## config.mk

```make
export PLATFORM = sky130hd
export DESIGN_NAME = sample_div_seq_13s_8u
export DESIGN_NICKNAME = d
export VERILOG_FILES = /design/src/rtl/sample_div_seq_13s_8u.sv
export SDC_FILE = /design/constraint.sdc
export NUM_CORES = 1
export LEC_CHECK = 0
export ABC_AREA = 0
export ABC_CLOCK_PERIOD_IN_PS = 3400
export BUFFER_PORTS_ARGS = -buffer_cell sky130_fd_sc_hd__buf_2
export CELL_PAD_IN_SITES_DETAIL_PLACEMENT = 1
export CELL_PAD_IN_SITES_GLOBAL_PLACEMENT = 2
export CORE_UTILIZATION = 39
export CTS_CLUSTER_SIZE = 24
export DETAILED_ROUTE_END_ITERATION = 6
export HOLD_SLACK_MARGIN = 0.02
export MAX_ROUTING_LAYER = met4
export PLACE_DENSITY_LB_ADDON = 0.1
export SLEW_MARGIN = 10
export SYNTH_ARGS = -nofsm -noshare
export SYNTH_HDL_FRONTEND = slang
export SYNTH_SLANG_ARGS = --single-unit
export TNS_END_PERCENT = 10
```

## constraint.sdc

```tcl
create_clock -name ap_clk -period 3.4 [get_ports ap_clk]
set_input_delay 0.51 -clock ap_clk [delete_from_list [all_inputs] [get_ports ap_clk]]
set_output_delay 0.51 -clock ap_clk [all_outputs]
set_load 0.005 [all_outputs]
```

## src/rtl/sample_div_seq_13s_8u.sv

```systemverilog
// Sequential restoring divider: signed dividend / unsigned divisor.
// One quotient bit per clock. Quotient and remainder truncate toward zero.
//
// state  | meaning
// IDLE   | waiting for ap_start; operands latched on accept
// CALC   | one restoring step per cycle, MSB first, DIVIDEND_W cycles
// FIX    | apply dividend sign, handle divide-by-zero, register results
// DONE   | ap_done/ap_ready pulse for one cycle
module sample_div_seq_13s_8u #(
  parameter logic [31:0] ID         = 32'd1,
  parameter int          DIVIDEND_W = 13,
  parameter int          DIVISOR_W  = 8
) (
  input  logic                         ap_clk,
  input  logic                         ap_rst,
  input  logic                         ap_start,
  input  logic signed [DIVIDEND_W-1:0] din0,
  input  logic        [DIVISOR_W-1:0]  din1,
  output logic                         ap_idle,
  output logic                         ap_done,
  output logic                         ap_ready,
  output logic signed [DIVIDEND_W-1:0] quot,
  output logic signed [DIVISOR_W:0]    rem,
  output logic                         div_by_zero
);

  localparam int CNT_W = $clog2(DIVIDEND_W);
  localparam logic [CNT_W-1:0] LP_LAST = CNT_W'(DIVIDEND_W - 1);

  // ID is an instance tag only; it selects nothing in the datapath.
  if (ID == 32'd0) begin : g_untagged
  end

  typedef enum logic [1:0] {S_IDLE, S_CALC, S_FIX, S_DONE} state_t;

  state_t r_state;
  state_t w_state_nxt;

  logic w_load;
  logic w_calc;
  logic w_fix;

  logic                         r_sign;
  logic        [DIVIDEND_W-1:0] r_dq;
  logic        [DIVISOR_W-1:0]  r_dvs;
  logic        [DIVISOR_W:0]    r_pr;
  logic        [CNT_W-1:0]      r_cnt;
  logic signed [DIVIDEND_W-1:0] r_quot;
  logic signed [DIVISOR_W:0]    r_rem;
  logic                         r_dbz;

  logic [DIVIDEND_W-1:0] w_abs;
  logic [DIVISOR_W:0]    w_shift;
  logic                  w_ge;
  logic [DIVISOR_W:0]    w_pr_nxt;
  logic                  w_dvs_zero;

  // -4096 maps to 13'h1000, which is the correct unsigned magnitude.
  assign w_abs      = din0[DIVIDEND_W-1] ? (~din0 + 1'b1) : din0;
  assign w_shift    = {r_pr[DIVISOR_W-1:0], r_dq[DIVIDEND_W-1]};
  assign w_ge       = (w_shift >= {1'b0, r_dvs});
  assign w_pr_nxt   = w_ge ? (w_shift - {1'b0, r_dvs}) : w_shift;
  assign w_dvs_zero = (r_dvs == '0);

  always_ff @(posedge ap_clk or posedge ap_rst) begin
    if (ap_rst) r_state <= S_IDLE;
    else        r_state <= w_state_nxt;
  end

  always_comb begin
    w_state_nxt = r_state;
    ap_idle     = 1'b0;
    ap_done     = 1'b0;
    w_load      = 1'b0;
    w_calc      = 1'b0;
    w_fix       = 1'b0;
    case (r_state)
      S_IDLE: begin
        ap_idle = 1'b1;
        if (ap_start) begin
          w_load      = 1'b1;
          w_state_nxt = S_CALC;
        end
      end
      S_CALC: begin
        w_calc = 1'b1;
        if (r_cnt == LP_LAST) w_state_nxt = S_FIX;
      end
      S_FIX: begin
        w_fix       = 1'b1;
        w_state_nxt = S_DONE;
      end
      S_DONE: begin
        ap_done     = 1'b1;
        w_state_nxt = S_IDLE;
      end
      default: w_state_nxt = S_IDLE;
    endcase
  end

  assign ap_ready = ap_done;

  // r_dq holds the remaining dividend bits; quotient bits enter at the LSB.
  always_ff @(posedge ap_clk or posedge ap_rst) begin
    if (ap_rst) begin
      r_sign <= 1'b0;
      r_dq   <= '0;
      r_dvs  <= '0;
      r_pr   <= '0;
      r_cnt  <= '0;
      r_quot <= '0;
      r_rem  <= '0;
      r_dbz  <= 1'b0;
    end else begin
      if (w_load) begin
        r_sign <= din0[DIVIDEND_W-1];
        r_dq   <= w_abs;
        r_dvs  <= din1;
        r_pr   <= '0;
        r_cnt  <= '0;
      end
      if (w_calc) begin
        r_pr  <= w_pr_nxt;
        r_dq  <= {r_dq[DIVIDEND_W-2:0], w_ge};
        r_cnt <= r_cnt + 1'b1;
      end
      if (w_fix) begin
        r_dbz <= w_dvs_zero;
        if (w_dvs_zero) begin
          r_quot <= '0;
          r_rem  <= '0;
        end else begin
          r_quot <= r_sign ? -r_dq : r_dq;
          r_rem  <= r_sign ? -r_pr : r_pr;
        end
      end
    end
  end

  assign quot        = r_quot;
  assign rem         = r_rem;
  assign div_by_zero = r_dbz;

endmodule
```

==> results of run 1 <==
-- power groups by stage --
stage,clock network [mW],logic (mW),registers [mW]
after global placement,0,2.27,1.40
final,0.577,2.30,1.40
after detailed placement,0,2.32,1.42
after CTS,0.595,2.33,1.40
after floorplan,0,1.77,1.30
after global routing,0.619,2.62,1.46
-- stage by stage --
step	cell area [sq um]	util, %	instances
5_1_grt	4165	46.85	551
3_3_place_gp	3996	44.95	536
4_1_cts	4165	46.85	551
6_report	4165	46.85	551
3_5_place_dp	3996	44.95	536
2_1_floorplan	3655	-	393
-- layer usage --
| layer | GRT usage (%) | wire length [um] | vias to the layer above |
|---|---|---|---|
| li1 | - | - | 1466 |
| met1 | 29.22 | 4736 | 1409 |
| met4 | 6.544 | 89 | 0 |
| met5 | - | 0 | - |
| met2 | 29.75 | 3774 | 52 |
| met3 | 2.908 | 275 | 9 |
-- synthesized netlist by cell type (2+ instances only) --
cell | instances | area [sq um]
nand2_1 | 41 | 153.9
a21o_1 | 2 | 15.01
buf_2 | 4 | 20.02
ha_1 | 17 | 212.7
mux2_2 | 10 | 112.6
nor2_1 | 12 | 45.04
clkbuf_1 | 15 | 56.30
nor4_1 | 2 | 12.51
xnor2_1 | 15 | 131.4
mux2i_1 | 13 | 130.1
or3_1 | 2 | 12.51
or4_1 | 4 | 30.03
o31ai_1 | 12 | 90.09
a31oi_1 | 3 | 18.77
xor2_1 | 18 | 157.7
o21bai_1 | 3 | 22.52
o21ai_0 | 28 | 140.1
a21oi_1 | 8 | 40.04
o22ai_1 | 22 | 137.6
nand4_1 | 2 | 12.51
o221ai_1 | 3 | 26.28
nor2b_1 | 4 | 25.02
nor3_1 | 3 | 15.01
nand3_1 | 11 | 55.05
inv_1 | 47 | 176.4
dfrtp_1 | 60 | 1501
nand2b_1 | 2 | 12.51
o211ai_1 | 5 | 37.54
-- worst min-delay path by stage --
| stage | slack (ns) | endpoint | cells after the start |
|---|---|---|---|
| finish | 0.38 | quot[5]$_DFFE_PP0P_ | 3 |
| global route | 0.40 | r_dvs[3]$_DFFE_PP0P_ | 2 |
| detailed placement | 0.46 | div_by_zero$_DFFE_PP0P_ | 1 |
| global placement | 0.46 | div_by_zero$_DFFE_PP0P_ | 1 |
| CTS | 0.39 | r_dvs[7]$_DFFE_PP0P_ | 2 |
| floorplan | 0.45 | r_cnt[3]$_DFFE_PP0P_ | 1 |
-- area by class of cell --
class / count / area [sq um]
clock inverters: 2 / 10.01
repair buffers: 55 / 290.3
fillers: 1039 / 4726
well taps: 108 / 135.1
inverters: 47 / 176.4
multi-input cells: 266 / 1893
clock buffers: 13 / 158.9
flip-flops and latches: 60 / 1501
-- worst max-delay path, delay by kind of cell, from the launching register on --
family	cells	cell delay (ns)
AND/OR/NAND/NOR	2	0.56
flip-flops	1	0.45
adder cells (fa/ha/maj)	1	0.37
AO/OA/AOI/OAI	3	0.86
-- logic make-up after synthesis --
kind of cell | share of synthesized area [%]
simple gates | 11.33
fa+ha+maj | 6.368
xor+xnor | 7.908
buf+inv | 7.121
flops | 41.08
mux | 6.641
compound gates | 19.55
-- sequential cells by signal, indices dropped and copies added (netlist names) --
name,count
div_by_zero,1
quot,13
r_cnt,4
r_dq,13
r_dvs,8
r_pr,9
r_sign,1
r_state,2
rem,9
==> results_dict.tcl, run 1 <==
set metrics [dict create \
    run_status "complete, no violations" \
    combPwrFrac_pct 53.7 \
    grt.overflow.total 0 \
    synth_edf_count 0 \
    cts_buffers 9 \
    p_sw_share_pct 44.97 \
    holdBufCountCts 0 \
    synthDistinctLibCells 53 \
    crit_chain "ha_1 -> a21o_1 -> a31oi_1 -> nor2_1 -> or2_1 -> a311o_1" \
    antenna_found_initial 0 \
    totalWireLength_um 8877 \
    fp.dieW_um 98.81 \
    fin_crit_sh_pct 69.36 \
    synthArstFlopShare_pct 100.0 \
    arrival_ns 2.58 \
    cts.sinks 60 \
    netlist_area_sq_um 3655 \
    core_area_sq_um 8891 \
    cp-endpoint "r_pr[1]$_DFFE_PP0P_" \
    first_pass_iters 4 \
    hold_slack_ns 0.3849 \
    grt_max_degree 61 \
    postRouteAntennaNets 0 \
    die_y_um 98.81 \
    via_per_inst 5.328 \
    grt_pass1_wl_um 15150 \
    pin_count 50 \
    leakagePower_nw 1.997 \
    die-area_sq_um 9762 \
    critPathKind "flop to flop" \
    fmax_mhz 424.0 \
    cp-end-kind "flop" \
    hold_class "input port to asynchronous set/reset pin" \
    timing.rr.start "r_pr[3]$_DFFE_PP0P_" \
    io_buffer_count 49 \
    ys_ff_latch 60 \
    ys.flop_type "dfrtp_1" \
    min_period_ns 2.358 \
    grt.total_usage_pct 20.42 \
    htreeDepth 3 \
    grt_pass1_vias 2933 \
    post_cts_buffers 0 \
    area_growth_syn_to_layout_pct 13.97 \
    cpPeakStageDelay_ns 0.45 \
    clkLatencyLatePin_ns 0.34 \
    dpl.hpwl_um 6602 \
    rows 34 \
    path_max_fanout 9 \
    r2r_cells 6 \
    antenna_cells 0 \
    final_common_cell "dfrtp_1" \
    hold_violations 0 \
    pre_cts_ws_ns 1.074 \
    layout_common_cells "dfrtp_1 (60), buf_2 (49), inv_1 (46)" \
    wire_per_inst_um 16.11 \
    start_util_pct 41.11 \
    setup.worst_path.start "r_pr[3]$_DFFE_PP0P_" \
    vias 2936 \
    start_kind "flop" \
    power.switching_mw 1.924 \
    cts_resized 0 \
    drv_cap 0 \
    setup_viol 0 \
    cpMaxStageDelayCell "dfrtp_1" \
    clockRootBuffer "clkbuf_8" \
    skew_ns 0.007295 \
    r2r_end "r_pr[1]$_DFFE_PP0P_" \
    grt_setup_unrepaired "no" \
    place_congestion 0.8500 \
    syn_nets 435 \
    syn_avg_cell_area_sq_um 9.300 \
    drc_errors 0 \
    power_mw 4.279 \
    ys_warn_count 0 \
    r2r_slack_ns 1.04 \
    slew_headroom_pct 41.65 \
    cts_tree "yes" \
    seq_area_frac_synth_pct 41.08 \
    layout-drive-gt1-share_pct 19.64 \
    drtIter0Drc 77 \
    clk_pin_slew_worst_paths_ns 0.07 \
    p_int_mw 2.355 \
    max_slew.worst_pin.slew_ns 0.8732 \
    drv_slew 0 \
    vdd_drop_max_uv 393.4 \
    clk_path_buf_depth 2 \
    required_ns 3.62 \
    fin_ws_ns 1.042 \
    power.share.clock_pct 13.5 \
    synthesis.instances 393 \
    tns_ns 0 \
    seq_power_share_pct 32.8 \
    pwr_density_cell_nw_per_um2 1027 \
    nets 481 \
]
(Power assumes the default switching activity.)
==> inputs of run 2 (changes only) <==
--- a/config.mk
+++ b/config.mk
@@ -5,12 +5,12 @@
 export SDC_FILE = /design/constraint.sdc
 export NUM_CORES = 1
 export LEC_CHECK = 0
-export ABC_AREA = 0
-export ABC_CLOCK_PERIOD_IN_PS = 3400
+export ABC_AREA = 1
+export ABC_CLOCK_PERIOD_IN_PS = 1980
 export BUFFER_PORTS_ARGS = -buffer_cell sky130_fd_sc_hd__buf_2
 export CELL_PAD_IN_SITES_DETAIL_PLACEMENT = 1
 export CELL_PAD_IN_SITES_GLOBAL_PLACEMENT = 2
-export CORE_UTILIZATION = 39
+export CORE_UTILIZATION = 30
 export CTS_CLUSTER_SIZE = 24
 export DETAILED_ROUTE_END_ITERATION = 6
 export HOLD_SLACK_MARGIN = 0.02
==> constraint.sdc (replaced) <==
create_clock -name ap_clk -period 1.98 [get_ports ap_clk]
set_input_delay 0.297 -clock ap_clk [delete_from_list [all_inputs] [get_ports ap_clk]]
set_output_delay 0.297 -clock ap_clk [all_outputs]
set_load 0.005 [all_outputs]
==> run 2 against run 1 <==
Sequential power grew 64%; clock-buffer cell count decreased by 2; register-to-register slack got worse by 0.85 ns; clock power rose to 3.1 times the previous value; via count up 22%; flip-flop and latch count is the same; final cell count increased by 38%; worst hold slack worse by 0.22 ns; worst setup slack lost 0.85 ns; clock skew is 0.00058 ns higher; largest cell class unchanged.
==> results_dict.tcl, run 2 <==
set metrics [dict create \
    run_status "complete, no violations" \
    fp.dieW_um 115.4 \
    pin_count 50 \
    skew_ns 0.007876 \
    via_per_inst 4.717 \
    netlist_top_cells_count "nand2_1 (162), nand3_1 (68), inv_1 (63)" \
    critPathKind "flop to flop" \
    vias 3585 \
    ys_ff_latch 60 \
    nets 625 \
    drv_slew 0 \
    ys.flop_type "dfrtp_1" \
    cpMaxStageDelayCell "dfrtp_1" \
    min_to "r_dvs[1]$_DFFE_PP0P_" \
    synthAdderAreaFrac_pct 6.037 \
    power_mw 8.965 \
    vdd_drop_max_uv 537.9 \
    seq_area_frac_synth_pct 38.95 \
    cts_buffers 9 \
    synth_top_family_by_area "simple AND/OR/NAND/NOR gates" \
    pwr_density_cell_nw_per_um2 1899 \
    r2r_end "r_dq[0]$_DFFE_PP0P_" \
    synth_xor_area_share_pct 2.045 \
    area_growth_syn_to_layout_pct 22.46 \
    cpLargestDelayFamily "simple AND/OR/NAND/NOR gates" \
    cts.sinks 60 \
    holdCritStartpoint "din1[1]" \
    syn_avg_cell_area_sq_um 7.385 \
    dpl.hpwl_um 8529 \
    yosysTopAreaCell "dfrtp_1" \
    cp-end-kind "flop" \
    setup_viol 0 \
    synth_mux_area_share_pct 0 \
    cp_num_buf_inv 2 \
    die_y_um 115.4 \
    cts_tree "yes" \
    crit_chain "inv_1 -> ha_1 -> nand2_2 -> inv_2 -> nand2_1 -> nand2_1 -> nand2_1 -> nand4_4 -> nand2_2 -> o211ai_1" \
    synth-simple-area-share_pct 33.82 \
    clkLatencyLatePin_ns 0.34 \
    timing.rr.start "r_dvs[4]$_DFFE_PP0P_" \
    ys_warn_count 0 \
    fmax_mhz 558.2 \
    postRouteAntennaNets 0 \
    synthArstFlopShare_pct 100.0 \
    final_common_cell "nand2_1" \
    leakagePower_nw 2.415 \
    start_util_pct 30.67 \
    slew_headroom_pct 62.54 \
    start_kind "flop" \
    grt_setup_unrepaired "no" \
    synth_edf_count 0 \
    path_max_fanout 9 \
    io_buffer_count 49 \
    first_pass_iters 4 \
    arrival_ns 2.00 \
    die-area_sq_um 13310 \
    layout_common_cells "nand2_1 (162), nand3_1 (67), inv_1 (61)" \
    grt_max_degree 55 \
    drc_errors 0 \
    place_congestion 0.8172 \
    path_depth 10 \
    clk_path_buf_depth 2 \
    rows 41 \
    wire_per_inst_um 14.49 \
    synthDistinctLibCells 35 \
    synth_compound_area_share_pct 10.29 \
    tns_ns 0 \
    netlist_area_sq_um 3855 \
    fin_crit_sh_pct 90.47 \
    hold_violations 0 \
    synth_top_area_share_pct 38.95 \
    hold_class "input port to flop" \
    antenna_cells 0 \
    grt.total_usage_pct 19.28 \
    htreeDepth 3 \
    clockRootBuffer "clkbuf_16" \
    grt.overflow.total 0 \
    core_area_sq_um 12570 \
    min_period_ns 1.791 \
    instances_no_fill 760 \
    synthesis.instances 522 \
    drv_cap 0 \
    hold_depth 3 \
    yosys-top-cells-area "dfrtp_1 (39%), nand2_1 (16%), nand3_1 (8.8%)" \
    required_ns 2.19 \
    grt_pass1_wl_um 18800 \
    layout-drive-gt1-share_pct 19.56 \
    r2r_slack_ns 0.19 \
    r2r_cells 10 \
    syn_nets 564 \
    cpPeakStageDelay_ns 0.35 \
    max_slew.worst_pin.slew_ns 0.5619 \
    dp.cells 743 \
    antenna_found_initial 0 \
    clk_pin_slew_worst_paths_ns 0.06 \
    totalWireLength_um 11010 \
    cp_common_cell "nand2_1" \
    drtIter0Drc 177 \
    yosysMostFrequentCell "nand2_1" \
    grt_pass1_vias 3663 \
]
-- run 2: kinds of logic (layout without fill, tap and decap cells) --
kind of cell / count (synthesis) / in the layout
simple gates: 284 / 284
buf+inv: 86 / 152
compound gates: 65 / 65
flops: 60 / 60
fa+ha+maj: 18 / 18
xor+xnor: 9 / 9
-- run 2: worst max path at each step --
stage | startpoint | to | slack [ns]
floorplan | ap_rst | div_by_zero$_DFFE_PP0P_ | 0.20
detailed placement | r_dq[12]$_DFFE_PP0P_ | r_pr[8]$_DFFE_PP0P_ | 0.08
CTS | r_dq[12]$_DFFE_PP0P_ | r_pr[8]$_DFFE_PP0P_ | 0.06
global route | r_dvs[4]$_DFFE_PP0P_ | r_dq[0]$_DFFE_PP0P_ | 0.01
global placement | r_dvs[4]$_DFFE_PP0P_ | r_dq[0]$_DFFE_PP0P_ | 0.15
finish | r_dvs[4]$_DFFE_PP0P_ | r_dq[0]$_DFFE_PP0P_ | 0.19
-- run 2: routing by layer --
metal	share of wire, %	vias to the layer above	wire [um]	GRT usage [%]
met2	45	49	5009	29.98
met3	2.7	7	295	4.639
met1	51	1703	5601	25.11
met4	0.98	0	108	4.675
met5	0	-	0	-
li1	-	1826	-	-
-- run 2: report_power, final --
group	internal (mW)	switching [mW]	total, mW
clock network	1.17	0.596	1.77
registers	1.82	0.471	2.29
logic	1.84	3.07	4.91
total	4.83	4.13	8.97
-- run 2: worst register-to-register path, delay by kind of cell (launching register included) --
family,cells,cell delay [ns]
buf+inv,2,0.16
simple gates,6,0.76
fa+ha+maj,1,0.31
compound gates,1,0.09
flops,1,0.35
-- run 2: metrics by stage --
step | hold slack, ns | area, sq um | setup slack [ns] | utilization (%)
finish | 0.1656 | 4721 | 0.1887 | 37.56
global route | 0.1848 | 4721 | 0.01128 | 37.56
CTS | 0.1592 | 4708 | 0.05941 | 37.46
detailed placement | 0.2106 | 4362 | 0.08004 | 34.70
global placement | 0.2091 | 4362 | 0.1547 | 34.70
floorplan | 0.4066 | 3855 | 0.1983 | -
-- run 2: repair_timing --
item / in CTS / in global routing
resized for setup: 0 / 4
endpoints found under the setup margin: 0 / 9
hold buffers: 1 / 0
endpoints found under the hold margin: 6 / 0
setup buffers: 0 / 0
-- run 2: layout make-up --
class	instances	area [sq um]
multi-input cells	376	2024
clock buffers	11	252.7
clock inverters	5	83.83
inverters	72	270.3
fillers	1564	7848
well taps	172	215.2
flip-flops and latches	60	1501
repair buffers	64	372.9
==> inputs of run 3 (changes only) <==
--- a/config.mk
+++ b/config.mk
@@ -16,7 +16,7 @@
 export HOLD_SLACK_MARGIN = 0.02
 export MAX_ROUTING_LAYER = met4
 export PLACE_DENSITY_LB_ADDON = 0.1
-export SLEW_MARGIN = 10
+export SETUP_SLACK_MARGIN = 0.5
 export SYNTH_ARGS = -nofsm -noshare
 export SYNTH_HDL_FRONTEND = slang
 export SYNTH_SLANG_ARGS = --single-unit
==> run 3 against run 2 <==
Global-route usage rose by 0.84 points; final cell count is 3.3% higher; design area increased by 11%; critical path type unchanged; sequential power is 2% higher; worst hold slack gained 0.0062 ns; combinational power up 33%.
==> results_dict.tcl, run 3 (synthesized netlist as in run 2, its figures left out) <==
set metrics [dict create \
    slew_headroom_pct 68.11 \
    via_per_inst 4.777 \
    path_max_fanout 8 \
    min_period_ns 1.627 \
    pwr_density_cell_nw_per_um2 1974 \
    dpl.hpwl_um 8892 \
    start_kind "flop" \
    r2r_cells 9 \
    vdd_drop_max_uv 518.9 \
    tns_ns 0 \
    core_area_sq_um 12570 \
    antenna_found_initial 0 \
    nets 650 \
    cp_common_cell "nand2_2" \
    clk_path_buf_depth 2 \
    leakagePower_nw 2.586 \
    drv_slew 0 \
    hold_slack_ns 0.1718 \
    hold_class "input port to flop" \
    utilization_pct 41.63 \
    die_y_um 115.4 \
    min_to "r_dvs[0]$_DFFE_PP0P_" \
    drv_cap 0 \
    n_fill_cell 1530 \
    grt_setup_unrepaired "yes" \
    critPathKind "flop to flop" \
    met3_length_um 278 \
    area_growth_syn_to_layout_pct 35.74 \
    hold_depth 3 \
    grt_pass1_vias 3722 \
    antenna_cells 0 \
    setup_viol 0 \
    cts.sinks 60 \
    cpPeakStageDelay_ns 0.43 \
    grt_max_degree 42 \
    skew_ns 0.003751 \
    max_slew.worst_pin.slew_ns 0.4773 \
    clkLatencyLatePin_ns 0.33 \
    cpMaxStageDelayCell "dfrtp_2" \
    power_mw 10.33 \
    grt.total_usage_pct 20.12 \
    r2r_end "r_pr[3]$_DFFE_PP0P_" \
    final_common_cell "nand2_1" \
    layout_common_cells "nand2_1 (140), nand3_1 (57), dfrtp_1 (55)" \
    grt_pass1_wl_um 19580 \
    topRoutingLayerUsed "met4" \
    start_util_pct 30.67 \
    arrival_ns 1.85 \
    met1_length_um 5826 \
    postRouteAntennaNets 0 \
    wire_per_inst_um 15.49 \
    fmax_mhz 614.5 \
    cts_tree "yes" \
    clk_pin_slew_worst_paths_ns 0.06 \
    layout-drive-gt1-share_pct 33.44 \
    required_ns 2.20 \
    grt.overflow.total 0 \
    drc_errors 0 \
    die-area_sq_um 13310 \
    totalWireLength_um 12160 \
    place_congestion 0.8139 \
    r2r_slack_ns 0.35 \
    timing.rr.start "r_pr[3]$_DFFE_PP0P_" \
    fin_crit_sh_pct 82.20 \
    hold_violations 0 \
    cp-end-kind "flop" \
    rows 41 \
    cts_buffers 9 \
    fin_area_sq_um 5233 \
    clockRootBuffer "clkbuf_16" \
    fp.dieW_um 115.4 \
    holdCritStartpoint "din1[0]" \
    vias 3750 \
    htreeDepth 3 \
    crit_chain "ha_4 -> nand2_2 -> nor2_4 -> nand2_2 -> nand2_2 -> nor2_4 -> nand3_1 -> nand3_1 -> nand2_1" \
    met2_length_um 5949 \
    place_area_sq_um 4358 \
    drtIter0Drc 142 \
    first_pass_iters 4 \
    run_status "complete, no violations" \
    io_buffer_count 49 \
    pin_count 50 \
]
-- run 3: cell count changes in the layout (fill, tap and decap cells not counted), moves of 9 or more --
cell     delta
buf_4      +23
ha_4        +9
inv_1      -10
nand3_1    -10
nand2_4     +9
nand2_2    +13
nand2_1    -22
ha_1       -11
-- run 3: final cells by class --
cell class                 instances  area (sq um)  area share [%]
sequential                        60          1508           28.81
clock inverter                     5         27.53          0.5261
tap                              172         215.2           4.113
inverter                          72         280.3           5.356
multi-input combinational        377          2402           45.91
timing repair buffer              88         556.8           10.64
clock buffer                      11         242.7           4.639
-- run 3: how the worst max path moves through the flow --
stage / startpoint / end / slack, ns / cells after the start
final: r_pr[3]$_DFFE_PP0P_ / r_pr[3]$_DFFE_PP0P_ / 0.35 / 9
after global routing: r_dq[12]$_DFFE_PP0P_ / r_pr[8]$_DFFE_PP0P_ / 0.24 / 11
after CTS: r_dq[12]$_DFFE_PP0P_ / r_pr[4]$_DFFE_PP0P_ / 0.33 / 10
after detailed placement: r_pr[4]$_DFFE_PP0P_ / r_pr[6]$_DFFE_PP0P_ / 0.14 / 9
after global placement: r_pr[4]$_DFFE_PP0P_ / r_pr[3]$_DFFE_PP0P_ / 0.16 / 8
after floorplan: r_dq[12]$_DFFE_PP0P_ / r_pr[4]$_DFFE_PP0P_ / 0.33 / 10
-- run 3: critical path: cells and delay by family, from the launching register on --
kind	cells	cell delay (ns)
DFF	1	0.43
and+or+nand+nor	8	0.81
adders and majority gates	1	0.27
-- run 3: power breakdown --
part           switching (mW)  internal [mW]  total [mW]
combinational            3.83           2.71        6.54
sequential              0.510           1.83        2.34
clock                   0.582          0.872        1.45
total                    4.92           5.41        10.3
-- run 3: timing repair --
| item | 4_1_cts | 5_1_grt |
|---|---|---|
| pin swaps | 12 | 37 |
| hold endpoints to repair | 19 | 0 |
| cloned | 1 | 0 |
| hold buffers | 1 | 0 |
| resized for setup | 38 | 55 |
| setup buffers | 12 | 13 |
| setup endpoints to repair | 43 | 51 |
-- run 3: through the flow --
step / std cells / setup WS [ns]
floorplan: 522 / 0.3299
global placement: 742 / 0.1570
detailed placement: 742 / 0.1361
CTS: 772 / 0.3316
global route: 785 / 0.2367
finish: 785 / 0.3525
-- run 3: layer usage --
layer  up-vias  GRT usage [%]
met5         -              -
met4         0          6.753
met3        11          2.530
met2        48          32.14
met1      1818          26.23
li1       1873              -
